`config.mk`:
```
export PLATFORM = sky130hd
export DESIGN_NAME = jtframe_joy_shifter
export DESIGN_NICKNAME = d
export VERILOG_FILES = /design/src/rtl/jtframe_joy_shifter.sv
export SDC_FILE = /design/constraint.sdc
export NUM_CORES = 1
export LEC_CHECK = 0
export ABC_AREA = 1
export CAP_MARGIN = 0
export CORE_MARGIN = 2
export CORE_UTILIZATION = 38
export DETAILED_ROUTE_END_ITERATION = 10
export RECOVER_POWER = 50
export SETUP_SLACK_MARGIN = 0.15
export SYNTH_ARGS = -nofsm -noshare
export SYNTH_HDL_FRONTEND = slang
export SYNTH_SLANG_ARGS = --single-unit
```
`constraint.sdc`:
```
create_clock -name clk -period 4.1 [get_ports clk]
set_input_delay 0.41 -clock clk [delete_from_list [all_inputs] [get_ports clk]]
set_output_delay 0.41 -clock clk [all_outputs]
set_load 0.02 [all_outputs]
```
`src/rtl/jtframe_joy_shifter.sv`:
```
// Emulates a pair of cascaded 74HC165 shift registers presenting two 6-button
// joysticks to an external serial reader whose clock and load pins are asynchronous to clk.
module jtframe_joy_shifter #(
    parameter int   TIMEOUT = 1024,
    parameter logic FILL    = 1'b1
) (
    input  logic       clk,
    input  logic       rst_n,
    input  logic [5:0] joy1_i,
    input  logic [5:0] joy2_i,
    input  logic       joy_clk_i,
    input  logic       joy_load_i,
    output logic       joy_data_o,
    output logic       busy,
    output logic [4:0] bit_cnt,
    output logic       frame_done,
    output logic       overrun
);

    localparam int TW = $clog2(TIMEOUT + 1);

    localparam logic [1:0] ST_IDLE   = 2'd0;
    localparam logic [1:0] ST_LOADED = 2'd1;
    localparam logic [1:0] ST_SHIFT  = 2'd2;

    localparam logic [TW-1:0] TMO_LAST = TW'(TIMEOUT - 1);

    logic [1:0]    clk_sync_q;
    logic [1:0]    load_sync_q;
    logic          clk_dly_q;
    logic          load_dly_q;
    logic          clk_rise_s;
    logic          load_s;
    logic          load_rise_s;

    logic [1:0]    state_q,  state_d;
    logic [15:0]   shift_q,  shift_d;
    logic [4:0]    cnt_q,    cnt_d;
    logic [TW-1:0] tmo_q,    tmo_d;
    logic          ovr_q,    ovr_d;
    logic          done_q,   done_d;
    logic          data_q;
    logic          busy_q;

    function automatic logic [4:0] sat_inc(input logic [4:0] v);
        if (v == 5'd31) begin
            return 5'd31;
        end else begin
            return v + 5'd1;
        end
    endfunction

    // Two-flop synchronizers plus one delayed copy for edge detection; pins idle high.
    always_ff @(posedge clk or negedge rst_n) begin
        if (!rst_n) begin
            clk_sync_q  <= 2'b11;
            load_sync_q <= 2'b11;
            clk_dly_q   <= 1'b1;
            load_dly_q  <= 1'b1;
        end else begin
            clk_sync_q  <= {clk_sync_q[0], joy_clk_i};
            load_sync_q <= {load_sync_q[0], joy_load_i};
            clk_dly_q   <= clk_sync_q[1];
            load_dly_q  <= load_sync_q[1];
        end
    end

    assign clk_rise_s  = clk_sync_q[1] & ~clk_dly_q;
    assign load_s      = load_sync_q[1];
    assign load_rise_s = load_sync_q[1] & ~load_dly_q;

    // Next-state logic: a low load overrides everything, including a coincident clock edge.
    always_comb begin
        state_d = state_q;
        shift_d = shift_q;
        cnt_d   = cnt_q;
        tmo_d   = tmo_q;
        ovr_d   = ovr_q;
        done_d  = 1'b0;
        if (!load_s) begin
            state_d = ST_LOADED;
            shift_d = {4'b1111, joy2_i, joy1_i};
            cnt_d   = 5'd0;
            tmo_d   = '0;
            ovr_d   = 1'b0;
        end else begin
            case (state_q)
                ST_LOADED: begin
                    if (load_rise_s) begin
                        state_d = ST_SHIFT;
                    end else begin
                        state_d = ST_LOADED;
                    end
                end
                ST_SHIFT: begin
                    if (clk_rise_s) begin
                        shift_d = {shift_q[14:0], FILL};
                        cnt_d   = sat_inc(cnt_q);
                        tmo_d   = '0;
                        done_d  = (cnt_q == 5'd15);
                        if (cnt_q >= 5'd16) begin
                            ovr_d = 1'b1;
                        end else begin
                            ovr_d = ovr_q;
                        end
                    end else if (tmo_q == TMO_LAST) begin
                        // Reader went quiet: abandon the frame and present idle-line data.
                        state_d = ST_IDLE;
                        shift_d = {16{FILL}};
                        tmo_d   = '0;
                    end else begin
                        tmo_d = tmo_q + TW'(1);
                    end
                end
                ST_IDLE: begin
                    state_d = ST_IDLE;
                end
                default: begin
                    state_d = ST_IDLE;
                    shift_d = {16{FILL}};
                end
            endcase
        end
    end

    // State and output registers; joy_data_o tracks the next MSB so it equals the register MSB.
    always_ff @(posedge clk or negedge rst_n) begin
        if (!rst_n) begin
            state_q <= ST_IDLE;
            shift_q <= {16{FILL}};
            cnt_q   <= 5'd0;
            tmo_q   <= '0;
            ovr_q   <= 1'b0;
            done_q  <= 1'b0;
            data_q  <= FILL;
            busy_q  <= 1'b0;
        end else begin
            state_q <= state_d;
            shift_q <= shift_d;
            cnt_q   <= cnt_d;
            tmo_q   <= tmo_d;
            ovr_q   <= ovr_d;
            done_q  <= done_d;
            data_q  <= shift_d[15];
            busy_q  <= (state_d != ST_IDLE);
        end
    end

    assign joy_data_o = data_q;
    assign busy       = busy_q;
    assign bit_cnt    = cnt_q;
    assign frame_done = done_q;
    assign overrun    = ovr_q;

endmodule

```
==> results.md <==
- Reg2reg end: shift_q[6]
- Critical Path Source: load_sync_q[1]
- Syn_nets: 263
- Placed wire-length estimate: 2.758 mm
- Crit Path Category: reg2reg
- Synth Cell Area: 0.002202 mm2
- Pleak: 0.001093 uW
- Power Density: 377.8 mW/mm2
- Clk slew on worst S/H paths: 0.09 ns
- Post-Syn Area per Cell: 9.100 um2
- Worst skew pair latency: 0.30 ns
- Cell variety after synth: 29
- Fin area: 0.002584 mm2
- Vias per cell: 4.891
- Die X-Extent: 80.13 um
- Largest area contributor in the netlist: dfstp_2
- Origin of the critical flop-to-flop path: load_sync_q[1]
- Die H: 80.13 um
- Post-Route Setup TNS: 0 ns
- Synthesis-to-finish area growth: 17.33%
- Setup Buffers After CTS: 0
- Final Cycle Share: 54.84%
- RePlAce Congestion: 0.7627
- Asr flop ratio synth: 100.0%
- Fin crit period: 2.248 ns
- Total of max-cap violations: 1
- CP required: 4.33 ns
- CTS Hold Bufs: 0
- Share of layout cells above drive strength 1: 27.44%
- Seq/Total Area, Yosys: 50.11%
- RSZ-0062 raised after global routing: no
- Most common cell in the netlist: nand2_1
- Pins Over Slew Limit: 44
- Global-route usage over all layers: 14.39%
- Worst reg2reg setup slack: 1.85 ns
- Sink Count: 43
- Vias in the first global route: 1587
- Worst slew pin tran: 2.283 ns
- CP endpoint: shift_q[6]
- Worst EP arrival: 2.48 ns
- Status: finished, violations left
- H-tree Lvls: 2
- Overall power: 976.0 uW
- Cts repair resizes: 0
- Final ANT Viol Nets: 0
- Core Box Area: 0.005540 mm2
- Violated checks: max-capacitance violations, max-slew violations
- Clk_skew: 0.01059 ns
- CTS Buf Count: 5
- Hold Path Class: reg2reg
- Site Rows: 27
- Drt total wl: 4.101 mm
- Post-synth top cells: nand2_1 (43), dfstp_2 (22), inv_1 (22), dfrtp_1 (21), o21ai_0 (21)
- Mapped Cells: 242
- CTS tree: built
- Die ar.: 0.006420 mm2
- Global-route wire length before repair: 7.189 mm
- Initial antenna violation count: 0
- Max Fanout on Critical Path: 31
- Final hold violation count: 0
- # IOs: 25
- Vias: 1653
- Largest net degree at the start of global routing: 44
- Initial Utilization: 39.75%
- Post-synth top flop: dfstp_2
- CP Capture Type: flip-flop
- # setup viols final: 0
- Ys Warns: 0
- 1st-iter DRT viols: 92
- Max-slew headroom: -52.23%
- Post-synth top area share: 26.25%
- Port bufs: 24
- DRT Pass-1 Iters: 4
- Fmax: 0.4448 GHz
- Yosys reg bits: 43
- Worst r2r path cells: 6
- Core Util, Final: 46.64%
- Max VDD drop: 0.1965 mV
- ANT cells: 0
- Top post-synthesis cells by area: dfstp_2 (26%), dfrtp_1 (24%), nand2_1 (7.3%)
- Layout Nets: 286
- CTS max path bufs: 2
- Root buffer cell: clkbuf_8
- Area post-placement: 0.002467 mm2
- Startpoint types: flip-flop
- EDFF count, synth: 0
- WL/cell: 12.13 um
- DRC: 0
- Gr ovfl total: 0
-- placed cells by master (no fill, tap or decap), types with 3 or more instances in the layout --
cell type,count
nor2_1,17
clkdlybuf4s50_1,21
o21ai_0,21
ha_1,5
inv_2,3
o21ai_2,15
dfstp_2,20
nor2_2,3
nand3_1,4
nand3_2,3
a21oi_1,20
nand2_2,14
o22ai_1,4
clkbuf_8,6
nand4_1,4
nand2_1,43
inv_1,22
dfrtp_1,21
-- worst max-delay path: stages, from the launching register on --
cell     delay [ns]
dfstp_1        0.89
nand2_1        0.37
inv_2          0.21
nand3_2        0.12
nand2_4        0.39
nand2_1        0.13
o21ai_2        0.08
-- logic make-up (layout without fill, tap and decap cells) --
group,count (synthesis),in the layout,share of synthesized area (%)
buf+inv,33,57,6.988
fa+ha+maj,5,5,2.841
xor+xnor,1,1,0.3978
flops,43,43,50.11
compound gates,63,63,17.61
simple gates,97,97,22.05
-- stage by stage --
step	std cells	hold slack (ns)	worst slack [ns]
3_5_place_dp	330	0.3479	2.078
4_1_cts	338	0.3049	2.060
6_report	338	0.3626	1.852
3_3_place_gp	330	0.3460	2.152
2_1_floorplan	242	0.1144	2.662
5_1_grt	338	0.3706	1.516
-- power breakdown --
group	internal [uW]	switching, uW
Sequential	478	24.4
Combinational	52.2	76.9
Clock	197	147
Total	728	248
-- layout make-up --
| cell class | count | area [um2] |
|---|---|---|
| sequential | 43 | 1104 |
| clock buffer | 6 | 82.58 |
| clock inverter | 2 | 35.03 |
| tap | 72 | 90.09 |
| inverter | 25 | 93.84 |
| multi-input combinational | 166 | 944.7 |
| fill | 557 | 2957 |
| timing repair buffer | 24 | 234.0 |
-- metal layers --
layer | track usage (%) | part of all wire, % | vias up
li1 | - | - | 836
met1 | 19.55 | 48 | 776
met2 | 22.33 | 46 | 34
met3 | 3.034 | 4.0 | 7
met4 | 5.932 | 2.0 | 0
met5 | 0 | 0 | -
-- how the worst min path moves through the flow --
| stage | startpoint | to | slack (ns) | cells after the start |
|---|---|---|---|---|
| after global placement | clk_sync_q[0] | clk_sync_q[1] | 0.35 | 0 |
| after CTS | rst_n | bit_cnt[1] | 0.30 | 1 |
| after detailed placement | clk_sync_q[0] | clk_sync_q[1] | 0.35 | 0 |
| after floorplan | rst_n | bit_cnt[0] | 0.11 | 0 |
| final | load_sync_q[0] | load_sync_q[1] | 0.36 | 0 |
| after global routing | clk_sync_q[0] | clk_sync_q[1] | 0.37 | 0 |
-- sequential cells by signal, summed over array words and instances, names as in the netlist, 2 cells and up --
register     count
shift_q         16
tmo_q           11
bit_cnt          5
clk_sync_q       2
load_sync_q      2
state_q          2
No activity file was read; power rests on OpenSTA's default activity.
